`src/rtl/stopwatch_ctrl_if.sv`:
```
// Command/status bundle for stopwatch_ctrl: UART byte strobe and button pulses in,
// per-channel run/clear/lap enables and the selected channel out.
interface stopwatch_ctrl_if #(
    parameter int NCH  = 4,
    parameter int SELW = 3
);
    logic [7:0]      i_rx_data;
    logic            i_rx_valid;
    logic            btnr;
    logic            btnu;
    logic            btnl;
    logic            btnd;
    logic [NCH-1:0]  o_run_on;
    logic [NCH-1:0]  o_clr_on;
    logic [NCH-1:0]  o_lap_on;
    logic [SELW-1:0] o_sel;

    modport master (
        output i_rx_data, i_rx_valid, btnr, btnu, btnl, btnd,
        input  o_run_on, o_clr_on, o_lap_on, o_sel
    );

    modport slave (
        input  i_rx_data, i_rx_valid, btnr, btnu, btnl, btnd,
        output o_run_on, o_clr_on, o_lap_on, o_sel
    );
endinterface

```
`src/rtl/stopwatch_ctrl.sv`:
```
// Multi-channel stopwatch controller driven by UART command bytes and button pulses.
// Optional lap/freeze state is enabled by defining STOPWATCH_LAP_EN.
module stopwatch_ctrl #(
    parameter int         NCH         = 4,
    parameter int         SELW        = 3,
    parameter int         CLR_CYCLES  = 4,
    parameter logic [7:0] CMD_RUN     = 8'h72,
    parameter logic [7:0] CMD_STOP    = 8'h73,
    parameter logic [7:0] CMD_CLR     = 8'h63,
    parameter logic [7:0] CMD_ALLSTOP = 8'h53,
    parameter logic [7:0] CMD_LAP     = 8'h6C
) (
    input logic             clk,
    input logic             reset,
    stopwatch_ctrl_if.slave bus
);

    typedef enum logic [1:0] {
        ST_STOP = 2'd0,
        ST_RUN  = 2'd1,
        ST_CLR  = 2'd2,
        ST_LAP  = 2'd3
    } state_e;

    localparam int              CNTW        = (CLR_CYCLES > 1) ? $clog2(CLR_CYCLES) : 1;
    localparam logic [CNTW-1:0] CNT_LAST    = CNTW'(CLR_CYCLES - 1);
    localparam logic [SELW-1:0] SEL_LAST    = SELW'(NCH - 1);
    localparam logic [7:0]      DIGIT_FIRST = 8'h30;
    localparam logic [7:0]      DIGIT_LAST  = 8'(8'h30 + NCH - 1);

`ifdef STOPWATCH_LAP_EN
    localparam bit LAP_EN = 1'b1;
`else
    localparam bit LAP_EN = 1'b0;
`endif

    state_e          state_q [NCH];
    state_e          state_d [NCH];
    logic [CNTW-1:0] cnt_q   [NCH];
    logic [CNTW-1:0] cnt_d   [NCH];
    logic [SELW-1:0] sel_q;
    logic [SELW-1:0] sel_d;
    logic [NCH-1:0]  hit;
    logic [NCH-1:0]  run_on;
    logic [NCH-1:0]  clr_on;
    logic [NCH-1:0]  lap_on;

    logic rx_run, rx_stop, rx_clr, rx_allstop, rx_lap, rx_digit;
    logic ev_run, ev_stop, ev_clr, ev_lap;

    assign rx_run     = bus.i_rx_valid && (bus.i_rx_data == CMD_RUN);
    assign rx_stop    = bus.i_rx_valid && (bus.i_rx_data == CMD_STOP);
    assign rx_clr     = bus.i_rx_valid && (bus.i_rx_data == CMD_CLR);
    assign rx_allstop = bus.i_rx_valid && (bus.i_rx_data == CMD_ALLSTOP);
    assign rx_lap     = bus.i_rx_valid && (bus.i_rx_data == CMD_LAP);
    assign rx_digit   = bus.i_rx_valid && (bus.i_rx_data >= DIGIT_FIRST)
                                       && (bus.i_rx_data <= DIGIT_LAST);

    assign ev_run  = bus.btnr | rx_run;
    assign ev_stop = rx_stop;
    assign ev_clr  = bus.btnu | rx_clr;

`ifdef STOPWATCH_LAP_EN
    assign ev_lap = bus.btnd | rx_lap;
`else
    // Lap sources exist on the ports but have no effect in this build.
    logic unused_lap_sources;
    assign unused_lap_sources = bus.btnd | rx_lap;
    assign ev_lap = 1'b0;
`endif

    // A valid digit wins over btnl when both arrive in the same cycle.
    always_comb begin
        sel_d = sel_q;
        if (rx_digit) begin
            sel_d = SELW'(bus.i_rx_data - DIGIT_FIRST);
        end else if (bus.btnl) begin
            sel_d = (sel_q == SEL_LAST) ? '0 : sel_q + SELW'(1);
        end
    end

    always_ff @(posedge clk) begin
        if (reset) begin
            sel_q <= '0;
            for (int k = 0; k < NCH; k++) begin
                state_q[k] <= ST_STOP;
                cnt_q[k]   <= '0;
            end
        end else begin
            sel_q <= sel_d;
            for (int k = 0; k < NCH; k++) begin
                state_q[k] <= state_d[k];
                cnt_q[k]   <= cnt_d[k];
            end
        end
    end

    // Local events use sel_q, so an event alongside a select change hits the old channel.
    always_comb begin
        for (int k = 0; k < NCH; k++) begin
            hit[k]     = (sel_q == SELW'(k));
            state_d[k] = state_q[k];
            cnt_d[k]   = cnt_q[k];
            case (state_q[k])
                ST_STOP: begin
                    if (hit[k] && ev_run) begin
                        state_d[k] = ST_RUN;
                    end else if (hit[k] && ev_clr) begin
                        state_d[k] = ST_CLR;
                        cnt_d[k]   = '0;
                    end
                end
                ST_RUN: begin
                    if (rx_allstop || (hit[k] && (ev_run || ev_stop))) begin
                        state_d[k] = ST_STOP;
                    end else if (hit[k] && ev_lap) begin
                        state_d[k] = ST_LAP;
                    end
                end
                ST_LAP: begin
                    if (!LAP_EN || rx_allstop || (hit[k] && (ev_run || ev_stop))) begin
                        state_d[k] = ST_STOP;
                    end else if (hit[k] && ev_lap) begin
                        state_d[k] = ST_RUN;
                    end
                end
                ST_CLR: begin
                    if (cnt_q[k] == CNT_LAST) begin
                        state_d[k] = ST_STOP;
                    end else begin
                        cnt_d[k] = cnt_q[k] + CNTW'(1);
                    end
                end
                default: state_d[k] = ST_STOP;
            endcase
        end
    end

    always_comb begin
        for (int k = 0; k < NCH; k++) begin
            run_on[k] = (state_q[k] == ST_RUN) || (LAP_EN && (state_q[k] == ST_LAP));
            clr_on[k] = (state_q[k] == ST_CLR);
            lap_on[k] = LAP_EN && (state_q[k] == ST_LAP);
        end
    end

    assign bus.o_run_on = run_on;
    assign bus.o_clr_on = clr_on;
    assign bus.o_lap_on = lap_on;
    assign bus.o_sel    = sel_q;

endmodule

```
`src/flat_wrapper.sv`:
```
// flat-port wrapper written by rule: the top's interface ports become plain ports
module stopwatch_ctrl_flat 
#(
    parameter int         NCH         = 4,
    parameter int         SELW        = 3,
    parameter int         CLR_CYCLES  = 4,
    parameter logic [7:0] CMD_RUN     = 8'h72,
    parameter logic [7:0] CMD_STOP    = 8'h73,
    parameter logic [7:0] CMD_CLR     = 8'h63,
    parameter logic [7:0] CMD_ALLSTOP = 8'h53,
    parameter logic [7:0] CMD_LAP     = 8'h6C
)
  (clk, reset, bus_i_rx_data, bus_i_rx_valid, bus_btnr, bus_btnu, bus_btnl, bus_btnd, bus_o_run_on, bus_o_clr_on, bus_o_lap_on, bus_o_sel);
  stopwatch_ctrl_if #(.NCH(NCH), .SELW(SELW)) bus_i ();
  input logic clk;
  input logic reset;
  input wire logic [$bits(bus_i.i_rx_data)-1:0] bus_i_rx_data;
  input wire logic [$bits(bus_i.i_rx_valid)-1:0] bus_i_rx_valid;
  input wire logic [$bits(bus_i.btnr)-1:0] bus_btnr;
  input wire logic [$bits(bus_i.btnu)-1:0] bus_btnu;
  input wire logic [$bits(bus_i.btnl)-1:0] bus_btnl;
  input wire logic [$bits(bus_i.btnd)-1:0] bus_btnd;
  output wire logic [$bits(bus_i.o_run_on)-1:0] bus_o_run_on;
  output wire logic [$bits(bus_i.o_clr_on)-1:0] bus_o_clr_on;
  output wire logic [$bits(bus_i.o_lap_on)-1:0] bus_o_lap_on;
  output wire logic [$bits(bus_i.o_sel)-1:0] bus_o_sel;
  assign bus_i.i_rx_data = bus_i_rx_data;
  assign bus_i.i_rx_valid = bus_i_rx_valid;
  assign bus_i.btnr = bus_btnr;
  assign bus_i.btnu = bus_btnu;
  assign bus_i.btnl = bus_btnl;
  assign bus_i.btnd = bus_btnd;
  assign bus_o_run_on = bus_i.o_run_on;
  assign bus_o_clr_on = bus_i.o_clr_on;
  assign bus_o_lap_on = bus_i.o_lap_on;
  assign bus_o_sel = bus_i.o_sel;
  stopwatch_ctrl #(.NCH(NCH), .SELW(SELW), .CLR_CYCLES(CLR_CYCLES), .CMD_RUN(CMD_RUN), .CMD_STOP(CMD_STOP), .CMD_CLR(CMD_CLR), .CMD_ALLSTOP(CMD_ALLSTOP), .CMD_LAP(CMD_LAP)) u_core (.clk(clk), .reset(reset), .bus(bus_i));
endmodule
```
`config.mk`:
```
export PLATFORM = sky130hd
export DESIGN_NAME = stopwatch_ctrl_flat
export DESIGN_NICKNAME = d
export VERILOG_FILES = /design/src/rtl/stopwatch_ctrl_if.sv /design/src/rtl/stopwatch_ctrl.sv /design/src/flat_wrapper.sv
export SDC_FILE = /design/constraint.sdc
export NUM_CORES = 1
export LEC_CHECK = 0
export CORE_ASPECT_RATIO = 1.1
export CORE_MARGIN = 5
export CORE_UTILIZATION = 44
export DETAILED_ROUTE_END_ITERATION = 12
export PLACE_DENSITY_LB_ADDON = 0.05
export SETUP_SLACK_MARGIN = 0.3
export SLEW_MARGIN = 5
export SYNTH_ARGS = -nofsm -noshare
export SYNTH_HDL_FRONTEND = slang
export SYNTH_SLANG_ARGS = --single-unit
export TNS_END_PERCENT = 50
```
`constraint.sdc`:
```
create_clock -name clk -period 1.5 [get_ports clk]
set_input_delay 0.225 -clock clk [delete_from_list [all_inputs] [get_ports clk]]
set_output_delay 0.225 -clock clk [all_outputs]
set_load 0.01 [all_outputs]
```
==> impl_metrics.py <==
metrics = {
    "status": {
        "status": "complete, no violations",
    },
    "synthesis": {
        "yosysUniqueCellTypes": 46,
        "synthTopCellsByCount": "dfxtp_1, nor2b_1, ha_1, nand3_1, nand2_1",
        "synthFlopType": "dfxtp_1",
        "yosysMostFrequentCell": "dfxtp_1",
        "ys_top_cells_by_area": "dfxtp_1, ha_1, nor2b_1, nand3_1, nand2b_1",
        "synth-async-reset-ratio_pct": 0,
        "ys_seq_elements": 19,
        "seq_area_frac_synth_pct": 30.3,
        "synth_edf_count": 0,
        "synth_area_per_cell_um2": 8.78,
        "yosys.area.top_type": "dfxtp_1",
        "synth_top_area_share_pct": 30.3,
        "netlist_area_um2": 1260,
        "syn_inst": 143,
        "yosys_warnings": 0,
    },
    "pwr": {
        "p_comb_share_pct": 34.2,
        "p_leak_nw": 0.895,
        "switching_power_uw": 391,
        "power_frac_seq_pct": 44.6,
        "p_clk_share_pct": 21.2,
        "powerDensity_nw_per_um2": 588,
        "p_int_uw": 869,
        "ir_worst_vdd_mv": 0.399,
        "switching_share_pct": 31.0,
    },
    "route": {
        "routed_via_density": 5.55,
        "vias": 1344,
        "drt_iter0_drc": 52,
        "drc": 0,
        "routedWlPerCell_um": 15.4,
        "detail_route.first_pass.iterations": 6,
        "postRouteAntennaNets": 0,
        "wirelength_mm": 3.72,
    },
    "worst_hold_path": {
        "worstHoldStart": "bus_i_rx_data[1]",
        "hold_end": "u_core.bus.o_sel[1]",
        "hp-class": "in2reg",
        "worstHoldPathCells": 3,
    },
    "clock_network": {
        "cts_buffers": 3,
        "max-clock-path-buffers": 2,
        "cts_sinks": 19,
        "cts_root_buf": "clkbuf_4",
        "h-tree-depth": 1,
        "cts_tree": "done",
        "clock_latency_ps": 290,
        "clk_pin_slew_worst_paths_ps": 110,
    },
    "worst_setup_path": {
        "critical_path_arrival_ps": 1670,
        "critical_path.most_common_cell": "nor2b_4",
        "crit_family": "simple AND/OR/NAND/NOR gates",
        "r2r-start": "u_core.bus.o_sel[1]",
        "cp_max_fo": 4,
        "worstRegToRegCells": 7,
        "cp-end-kind": "flop",
        "r2r-end": "u_core.cnt_q[1][0]",
        "crit_path_cell_trace": "inv_2, ha_1, nor2b_4, nor2b_4, nor4b_4, buf_4, o21ai_0",
        "worstPathRequired_ps": 1690,
        "worstSetupStartpointType": "flop",
        "crit_type": "reg2reg",
        "rrSetupSlack_ps": 20,
        "path_buf_inv": 2,
        "max_stage_delay_ps": 380,
        "cp_slowest_cell": "dfxtp_4",
    },
    "sta": {
        "setup_viol": 0,
        "period_needed_ps": 1480,
        "skew_ps": 2.75,
        "fin_crit_sh_pct": 98.6,
        "slew_violations": 0,
        "rsz0062_at_grt": "true",
        "hold_violations": 0,
        "max_freq_mhz": 676,
    },
    "floorplan": {
        "num_io_pins": 30,
        "start_util_pct": 45.6,
        "die_h_um": 66.0,
        "rows": 20,
        "fp.dieW_um": 60.9,
        "dieArea_um2": 4020,
        "core-area_um2": 2750,
    },
    "finish": {
        "final_area_um2": 2140,
        "area_delta_synth_final_pct": 70.5,
        "final_nets": 233,
        "diodes": 0,
        "drive_gt1_share_pct": 55.5,
        "final_util_pct": 77.8,
    },
    "flow_run": {
        "drv_cap": 0,
    },
    "grt": {
        "gr-total-overflow": 0,
        "grt.total_usage_pct": 19.1,
        "grt_start_max_net_pins": 15,
        "grt_pass1_wl_mm": 5.91,
        "grt_pass1_vias": 1350,
        "antenna_found_initial": 0,
    },
    "placed_design": {
        "portBuffers": 24,
        "placed_area_um2": 1720,
        "dp_hpwl_mm": 2.51,
        "gp_congestion": 0.786,
    },
}
-- logic make-up after synthesis --
kind of cell	count (synthesis)	synth area share, %
flip-flops	19	30.3
multiplexers	2	1.69
AND/OR/NAND/NOR	64	32.3
AO/OA/AOI/OAI	35	21.3
adder cells (fa/ha/maj)	8	7.97
other	1	0.299
buffers and inverters	14	6.17
-- flip-flops by register name (all words and copies together) (netlist names) --
register and count:
u_core.cnt_q 8, u_core.state_q 8, u_core.bus.o_sel 3
-- power by group through the flow --
| stage | sequential [mW] | combinational, mW | clock [mW] |
|---|---|---|---|
| 6_report | 0.562 | 0.431 | 0.266 |
| 5_1_grt | 0.566 | 0.463 | 0.299 |
| 4_1_cts | 0.554 | 0.363 | 0.273 |
| 3_5_place_dp | 0.565 | 0.310 | 0 |
| 3_3_place_gp | 0.564 | 0.302 | 0 |
| 2_1_floorplan | 0.562 | 0.162 | 0 |
-- cell usage in the layout, fill, tap and decap left out, types with 3 or more instances in the layout --
cell and instances:
nor2_1 3, ha_4 3, nor2b_4 9, nor2b_1 5, dfxtp_1 7, dfxtp_4 7, ha_1 5, buf_4 35
buf_2 7, or3_1 4, a21oi_1 5, nand2_1 5, clkbuf_4 3, buf_6 14, a211oi_2 3, conb_1 4
nand3_1 8, nor3_1 4, dfxtp_2 5, o21ai_0 5, dlygate4sd2_1 5, nand2b_1 4, o211ai_1 3
-- repair_timing --
action / in CTS / in global routing
hold buffers: 0 / 0
setup endpoints to repair: 30 / 30
endpoints found under the hold margin: 0 / 0
pin swaps: 18 / 20
resized for setup: 98 / 55
buffers inserted: 12 / 4
-- layer usage --
layer / track usage [%] / part of all wire [%] / up-vias
met4: 5.69 / 0.94 / 0
met1: 22.4 / 40 / 640
met3: 3.13 / 5.7 / 4
met2: 34.4 / 53 / 41
met5: 0 / 0 / -
li1: - / - / 659
-- per-stage QoR --
stage / hold slack [ps] / setup slack, ps / std cells / setup TNS [ps] / total power [mW]
floorplan: 304 / 25.6 / 146 / 0 / 0.724
global placement: 459 / -530 / 222 / -6950 / 0.866
detailed placement: 475 / -565 / 222 / -7540 / 0.875
CTS: 262 / 29.7 / 238 / 0 / 1.19
global route: 255 / -60.5 / 242 / -314 / 1.33
finish: 253 / 21.0 / 242 / 0 / 1.26
-- worst reg2reg max path, cell delays in order (launching register included) --
cell and delay, ps:
dfxtp_4 380, inv_2 80, ha_1 150, nor2b_4 170, nor2b_4 170, nor4b_4 190
buf_4 150, o21ai_0 80
-- worst max-delay path by stage --
stage | start | endpoint | slack (ps) | cells past startpoint
after floorplan | bus_i_rx_data[7] | u_core.state_q[0][1] | 30 | 5
after global placement | bus_i_rx_data[7] | u_core.cnt_q[0][1] | -530 | 7
after detailed placement | bus_i_rx_data[1] | u_core.cnt_q[0][1] | -570 | 6
after CTS | u_core.bus.o_sel[0] | u_core.cnt_q[2][1] | 30 | 7
after global routing | u_core.bus.o_sel[0] | u_core.cnt_q[2][0] | -60 | 7
final | u_core.bus.o_sel[1] | u_core.cnt_q[1][0] | 20 | 7
-- layout make-up --
type	count	area, µm²
Clock buffer	4	26.3
Inverter	7	31.3
Timing Repair Buffer	66	549
Tap cell	33	41.3
Multi-Input combinational cell	113	1080
Fill cell	171	611
Sequential cell	19	413
Note: power is estimated with default switching activity, not from simulation.
